===== src/rtl/if_id_pipe_if.sv =====
// Fetch-to-decode handshake bundle for the IF/ID skid register.
// The pipe itself takes the slave view; the fetch/decode environment takes the master view.
interface if_id_pipe_if #(
    parameter int PC_W    = 32,
    parameter int INSTR_W = 32
);
    logic               in_valid;
    logic               in_ready;
    logic [PC_W-1:0]    in_pc;
    logic [INSTR_W-1:0] in_instr;
    logic               out_valid;
    logic               out_ready;
    logic [PC_W-1:0]    out_pc;
    logic [INSTR_W-1:0] out_instr;

    modport slave (
        input  in_valid,
        input  in_pc,
        input  in_instr,
        output in_ready,
        output out_valid,
        output out_pc,
        output out_instr,
        input  out_ready
    );

    modport master (
        output in_valid,
        output in_pc,
        output in_instr,
        input  in_ready,
        input  out_valid,
        input  out_pc,
        input  out_instr,
        output out_ready
    );
endinterface


===== src/rtl/if_id_pipe.sv =====
// IF/ID pipeline register with a one-entry skid buffer, flush squash and
// saturating stall/flush performance counters.
module if_id_pipe #(
    parameter int                 PC_W      = 32,
    parameter int                 INSTR_W   = 32,
    parameter logic [INSTR_W-1:0] NOP_INSTR = '0,
    parameter int                 CNT_W     = 16
) (
    input  logic             clock,
    input  logic             reset_n,
    input  logic             flush,
    if_id_pipe_if.slave      bus,
    output logic [CNT_W-1:0] stall_cnt,
    output logic [CNT_W-1:0] flush_cnt
);

    localparam logic [1:0] ST_EMPTY = 2'd0;
    localparam logic [1:0] ST_FULL  = 2'd1;
    localparam logic [1:0] ST_SKID  = 2'd2;

    function automatic logic [CNT_W-1:0] sat_inc(input logic [CNT_W-1:0] v);
        return (&v) ? v : v + 1'b1;
    endfunction

    logic [1:0]         state_q,      state_d;
    logic [PC_W-1:0]    main_pc_q,    main_pc_d;
    logic [INSTR_W-1:0] main_instr_q, main_instr_d;
    logic [PC_W-1:0]    skid_pc_q,    skid_pc_d;
    logic [INSTR_W-1:0] skid_instr_q, skid_instr_d;
    logic [CNT_W-1:0]   stall_cnt_q,  stall_cnt_d;
    logic [CNT_W-1:0]   flush_cnt_q,  flush_cnt_d;

    logic main_vld;
    logic skid_vld;
    logic in_fire;
    logic out_fire;

    // Valid bits are carried by the state encoding so they can never disagree with it.
    assign main_vld = (state_q != ST_EMPTY);
    assign skid_vld = (state_q == ST_SKID);

    // in_ready looks only at registered state, breaking any out_ready -> in_ready path.
    assign bus.in_ready  = !skid_vld;
    assign bus.out_valid = main_vld;
    assign bus.out_pc    = main_pc_q;
    assign bus.out_instr = main_vld ? main_instr_q : NOP_INSTR;

    assign in_fire  = bus.in_valid  & bus.in_ready;
    assign out_fire = main_vld & bus.out_ready;

    always_comb begin
        state_d      = state_q;
        main_pc_d    = main_pc_q;
        main_instr_d = main_instr_q;
        skid_pc_d    = skid_pc_q;
        skid_instr_d = skid_instr_q;

        if (flush) begin
            // Squash: data fields are left untouched, only validity is dropped.
            state_d = ST_EMPTY;
        end else begin
            case (state_q)
                ST_EMPTY: begin
                    if (in_fire) begin
                        main_pc_d    = bus.in_pc;
                        main_instr_d = bus.in_instr;
                        state_d      = ST_FULL;
                    end
                end
                ST_FULL: begin
                    if (in_fire && out_fire) begin
                        main_pc_d    = bus.in_pc;
                        main_instr_d = bus.in_instr;
                    end else if (in_fire) begin
                        skid_pc_d    = bus.in_pc;
                        skid_instr_d = bus.in_instr;
                        state_d      = ST_SKID;
                    end else if (out_fire) begin
                        state_d = ST_EMPTY;
                    end
                end
                ST_SKID: begin
                    if (out_fire) begin
                        main_pc_d    = skid_pc_q;
                        main_instr_d = skid_instr_q;
                        state_d      = ST_FULL;
                    end
                end
                default: state_d = ST_EMPTY;
            endcase
        end
    end

    always_comb begin
        stall_cnt_d = stall_cnt_q;
        flush_cnt_d = flush_cnt_q;
        if (main_vld && !bus.out_ready) begin
            stall_cnt_d = sat_inc(stall_cnt_q);
        end
        if (flush && (state_q != ST_EMPTY)) begin
            flush_cnt_d = sat_inc(flush_cnt_q);
        end
    end

    always_ff @(posedge clock or negedge reset_n) begin
        if (!reset_n) begin
            state_q      <= ST_EMPTY;
            main_pc_q    <= '0;
            main_instr_q <= '0;
            skid_pc_q    <= '0;
            skid_instr_q <= '0;
            stall_cnt_q  <= '0;
            flush_cnt_q  <= '0;
        end else begin
            state_q      <= state_d;
            main_pc_q    <= main_pc_d;
            main_instr_q <= main_instr_d;
            skid_pc_q    <= skid_pc_d;
            skid_instr_q <= skid_instr_d;
            stall_cnt_q  <= stall_cnt_d;
            flush_cnt_q  <= flush_cnt_d;
        end
    end

    assign stall_cnt = stall_cnt_q;
    assign flush_cnt = flush_cnt_q;

endmodule


===== src/flat_wrapper.sv =====
// flat-port wrapper written by rule: the top's interface ports become plain ports
module if_id_pipe_flat 
#(
    parameter int                 PC_W      = 32,
    parameter int                 INSTR_W   = 32,
    parameter logic [INSTR_W-1:0] NOP_INSTR = '0,
    parameter int                 CNT_W     = 16
)
  (clock, reset_n, flush, stall_cnt, flush_cnt, bus_in_valid, bus_in_pc, bus_in_instr, bus_in_ready, bus_out_valid, bus_out_pc, bus_out_instr, bus_out_ready);
  if_id_pipe_if #(.PC_W(PC_W), .INSTR_W(INSTR_W)) bus_i ();
  input  logic clock;
  input  logic reset_n;
  input  logic flush;
  output logic [CNT_W-1:0] stall_cnt;
  output logic [CNT_W-1:0] flush_cnt;
  input wire logic [$bits(bus_i.in_valid)-1:0] bus_in_valid;
  input wire logic [$bits(bus_i.in_pc)-1:0] bus_in_pc;
  input wire logic [$bits(bus_i.in_instr)-1:0] bus_in_instr;
  output wire logic [$bits(bus_i.in_ready)-1:0] bus_in_ready;
  output wire logic [$bits(bus_i.out_valid)-1:0] bus_out_valid;
  output wire logic [$bits(bus_i.out_pc)-1:0] bus_out_pc;
  output wire logic [$bits(bus_i.out_instr)-1:0] bus_out_instr;
  input wire logic [$bits(bus_i.out_ready)-1:0] bus_out_ready;
  assign bus_i.in_valid = bus_in_valid;
  assign bus_i.in_pc = bus_in_pc;
  assign bus_i.in_instr = bus_in_instr;
  assign bus_in_ready = bus_i.in_ready;
  assign bus_out_valid = bus_i.out_valid;
  assign bus_out_pc = bus_i.out_pc;
  assign bus_out_instr = bus_i.out_instr;
  assign bus_i.out_ready = bus_out_ready;
  if_id_pipe #(.PC_W(PC_W), .INSTR_W(INSTR_W), .NOP_INSTR(NOP_INSTR), .CNT_W(CNT_W)) u_core (.clock(clock), .reset_n(reset_n), .flush(flush), .bus(bus_i), .stall_cnt(stall_cnt), .flush_cnt(flush_cnt));
endmodule

===== config.mk =====
export PLATFORM = sky130hd
export DESIGN_NAME = if_id_pipe_flat
export DESIGN_NICKNAME = d
export VERILOG_FILES = /design/src/rtl/if_id_pipe_if.sv /design/src/rtl/if_id_pipe.sv /design/src/flat_wrapper.sv
export SDC_FILE = /design/constraint.sdc
export NUM_CORES = 1
export LEC_CHECK = 0
export CORE_MARGIN = 3
export CORE_UTILIZATION = 33
export CTS_BUF_LIST = sky130_fd_sc_hd__clkbuf_16
export CTS_CLUSTER_DIAMETER = 150
export DETAILED_ROUTE_END_ITERATION = 6
export SYNTH_ARGS = -nofsm -noshare
export SYNTH_HDL_FRONTEND = slang
export SYNTH_SLANG_ARGS = --single-unit

===== constraint.sdc =====
create_clock -name clock -period 2.7 [get_ports clock]
set_input_delay 0.54 -clock clock [delete_from_list [all_inputs] [get_ports clock]]
set_output_delay 0.54 -clock clock [all_outputs]
set_load 0.1 [all_outputs]

# Word-level counts from Yosys, hierarchy flattened
# Cells that the tools add are included.
# totals
regBits	162
latchBits	0
ram_bits	0
romBits	0
in_bits	69
elab_cells	55
n_memories	0
# classes
n_addsub	2
n_mul	0
n_div	0
magnitude_cmp	0
n_eq_ne	9
n_shift	0
muxes	16
bitwise_logic	6
reduce_logical	15
# op_table
operator	n
32-bit two-way mux	7
32-bit case mux with 3 select lines	2
16-bit by 1-bit adder with 16-bit output, second input constant	2
16-bit AND reduction	2
2-bit two-way mux	6
4-bit AND reduction	2
3-bit != test, second input constant	2
2-bit case mux with 3 select lines	1
5-bit AND reduction	1
2-bit by 1-bit != test with 1-bit output, second input constant	2
4-bit by 2-bit != test with 1-bit output, second input constant	1
1-bit inverter	4
2-bit AND reduction	2
1-bit logical AND	3
3-bit by 2-bit != test with 1-bit output, second input constant	1
3-bit nonzero test	1
1-bit AND	2
2-bit by 1-bit equality test with 1-bit output, second input constant	1
2-bit equality test, second input constant	1
1-bit logical NOT	2
2-bit logical NOT	1
2-bit != test, second input constant	1
2-bit nonzero test	1

# Longest topological paths before layout
# logic_depth
depth_word	7
mapped_depth	7

# Worst setup path after synthesis
# OpenSTA, ideal clock, no wires.
# synth_path
path_type	reg-to-output
startpoint	register u_core.state_q[0]
endpoint	output port bus_out_instr[22]
arrival_ns	2.483
required_ns	2.160
slack_ns	-0.323
path_stages_with_launch	5
path_buffers	2
cell_sequence	dfrtp_1 -> buf_2 -> or2_2 -> clkbuf_1 -> and2_1
# synth_between
elab_chain_len	2
# synth_rtl
element	line	text
start, declared	if_id_pipe.sv:25	logic [1:0] state_q, state_d;
start signal, assigned	if_id_pipe.sv:115	state_q <= state_d;
2-bit nonzero test	if_id_pipe.sv:39	assign main_vld = (state_q != ST_EMPTY);
named net bus_out_valid	flat_wrapper.sv:20	output wire logic [$bits(bus_i.out_valid)-1:0] bus_out_valid;
32-bit two-way mux	if_id_pipe.sv:46	assign bus.out_instr = main_vld ? main_instr_q : NOP_INSTR;
end, declared	flat_wrapper.sv:22	output wire logic [$bits(bus_i.out_instr)-1:0] bus_out_instr;
# The timed path passes the listed nets, and every way through them passes these cells.

# Worst setup path in the final report
# layout_path
startpoint	register u_core.state_q[0]
endpoint	output port bus_out_instr[29]
# layout_between
elab_chain_len	2
# layout_rtl
element	line
2-bit nonzero test	if_id_pipe.sv:39
32-bit two-way mux	if_id_pipe.sv:46
# Every way passes these cells.

==> qor.csv <==
metric;value;unit
top_reg_cell synth;dfrtp_1;
initial antenna violation count;0;
TritonCTS Sinks;162;
Max stage delay on crit path;0.52;ns
Initial Util;0.340;
share of cells above drive strength 1;0.417;
worst ir drop on vdd;0.764;mV
clock root cell;clkbuf_16;
Startpoint Class;flip-flop;
hold crit path type;in2async;
final core occ;0.461;
beginning of the critical path;u_core.state_q[0]$_DFFE_PN0P_;
f_max;398;MHz
P per Cell Area;855;nW/um2
crit path max fanout;33;
crit share post-route;0.932;
1st-pass router iterations;4;
Max-cap violations;0;
critical path class;reg2out;
Area Overhead vs Synth;35.6;%
Post-route DRC;0;
Crit-path slowest cell;dfrtp_1;
Yosys top cell by area;dfrtp_1;
Tightest Pin Transition;0.604;ns
Setup TNS Final;0;ns
Synth top area share;0.538;
Synth Cell Area;7540;um2
EDFF count, synth;0;
TritonCTS clock tree;done;
LEAKAGE;4.50;nW
H-tree depth;4;
final slew viol count;0;
I/O pin total;167;
slew margin rel.;0.597;
CTS resizes;0;
row cnt;54;
R2R setup slack;0.63;ns
final hold violation count;0;
RSZ-0062 raised after global routing;no;
Seq/Total Area, Yosys;0.538;
core area;22200;um2
Die ar.;24700;um2
Fill cells;1996;
#FFs+latches synth;162;
Clk pin slew, worst setup/hold paths;0.06;ns
WP data arrival;1.98;ns
Synth area leaders;dfrtp_1 (54%), mux2_2 (22%), mux2_1 (6.9%);
gr usage total;0.142;
FF-to-FF Start;u_core.stall_cnt[0]$_DFFE_PN0P_;
Setup-failing EPs final;0;
die span in x;157;um
Clock Tree Buf Depth;2;
via count;4909;
DP HPWL;11600;um
status;completed;
TritonCTS buffer count;17;
gpl congestion;0.837;
Critical Path RT;2.16;ns
DR vias/cell;4.90;
setup bufs post-CTS;0;
Async SR Flop Fraction;1.00;
CP Cell Sequence;or2_2 -> buf_4 -> and2_1 -> buf_12;
Crit. End Element;primary output;
largest net degree at the start of global routing;68;
Die Ht;157;um
Synth Instances;541;
Clock Latency Late Sink;0.41;ns
Final Routed Wirelength;17300;um
Avg Inst Size Synth;13.9;um2
First DRT Iteration DRCs;195;
Mapped Nets;612;
post-layout min period;2.52;ns
first-pass GRT wire length;27900;um
yosys warns;0;
most frequent cell after synthesis;dfrtp_1;
CTS Hold Bufs;0;
Post-synth top cells;dfrtp_1 (162), mux2_2 (149), mux2_1 (46), and2_1 (34), xor2_1 (22);
fin nets;779;
# diodes;0;
clk_skew;0.00786;ns
vias in the first global route;5279;
Routed WL per cell;17.3;um
gr ovfl total;0;
I/O Buffers;166;
post-synthesis cell type count;45;
DRT antenna net count;0;
## worst max-delay path, delay by kind of cell, from the launching register on
kind                   cells  cell delay (ns)
and+or+nand+nor            2             0.60
DFF                        1             0.52
buffers and inverters      2             0.41
## cell usage in the layout (no fill, tap or decap), types with 3 or more instances in the layout
cell             netlist  final
a21oi_1                6      6
and2_1                34     34
and3_1                 6      6
buf_12                 0     39
buf_4                  2     66
clkbuf_16              0     17
clkdlybuf4s50_1        0     67
clkinv_4               0      4
clkinvlp_4             0      3
dfrtp_1              162    162
inv_1                  1      3
inv_6                  0      3
mux2_1                46     46
mux2_2               149    149
nand2_1               13     13
nand3_1               11     11
nand4_1                6      6
nor2_1                 7      7
nor3_1                10     10
nor4_1                 4      4
nor4_4                 3      3
nor4b_1                3      3
xnor2_1                3      3
xor2_1                22     22
## metal layers
metal  routed length (um)  track usage
met1                 7430        0.176
met2                 8820        0.245
met3                  845       0.0363
met4                  186       0.0442
met5                    0            0
## state kept, by name, indices dropped and copies added (netlist names)
signal               cells
u_core.bus.out_pc       32
u_core.flush_cnt        16
u_core.main_instr_q     32
u_core.skid_instr_q     32
u_core.skid_pc_q        32
u_core.stall_cnt        16
u_core.state_q           2
## cell type report
cell class,instances,area [um2],area share
Tap cell,280,350,0.0343
Multi-Input combinational cell,353,3320,0.325
Clock buffer,17,425,0.0416
Timing Repair Buffer,173,1960,0.192
Inverter,1,3.75,0.000367
Clock inverter,15,111,0.0109
Sequential cell,162,4050,0.397
## stage by stage
step / instance area [um2] / setup slack (ns) / hold slack, ns / instances / power (mW)
finish: 10200 / 0.185 / 0.113 / 1001 / 8.74
global placement: 9690 / 0.352 / 0.466 / 969 / 6.52
floorplan: 7540 / 0.168 / 0.244 / 541 / 5.63
CTS: 10200 / 0.130 / 0.127 / 1001 / 8.86
detailed placement: 9690 / 0.320 / 0.473 / 969 / 6.61
global route: 10200 / 0.0594 / 0.140 / 1001 / 9.12
## worst paths after layout
| check | cells past startpoint | endpoint |
|---|---|---|
| min in group clock | 1 | u_core.main_instr_q[6]$_DFFE_PN0P_ |
| max in group asynchronous | 2 | u_core.bus.out_pc[27]$_DFFE_PN0P_ |
| hold / removal | 1 | u_core.skid_pc_q[3]$_DFFE_PN0P_ |
| hold reg to reg | 1 | u_core.main_instr_q[6]$_DFFE_PN0P_ |
| setup reg to reg | 5 | u_core.stall_cnt[1]$_DFFE_PN0P_ |
| setup / recovery | 4 | bus_out_instr[29] |
## cell families after synthesis
| family | Yosys count | share of synthesized area |
|---|---|---|
| adder cells (fa/ha/maj) | 2 | 0.00332 |
| AO/OA/AOI/OAI | 14 | 0.0123 |
| multiplexers | 197 | 0.295 |
| buffers and inverters | 26 | 0.0256 |
| flip-flops | 162 | 0.538 |
| XOR/XNOR | 25 | 0.0290 |
| AND/OR/NAND/NOR | 115 | 0.0977 |
## power by group
group	total (mW)	internal, mW	leakage (nW)	switching (mW)
Sequential	3.32	2.97	1.99	0.349
Clock	2.20	1.18	0.262	1.02
Combinational	3.22	1.02	2.24	2.19
(Power assumes the default switching activity.)
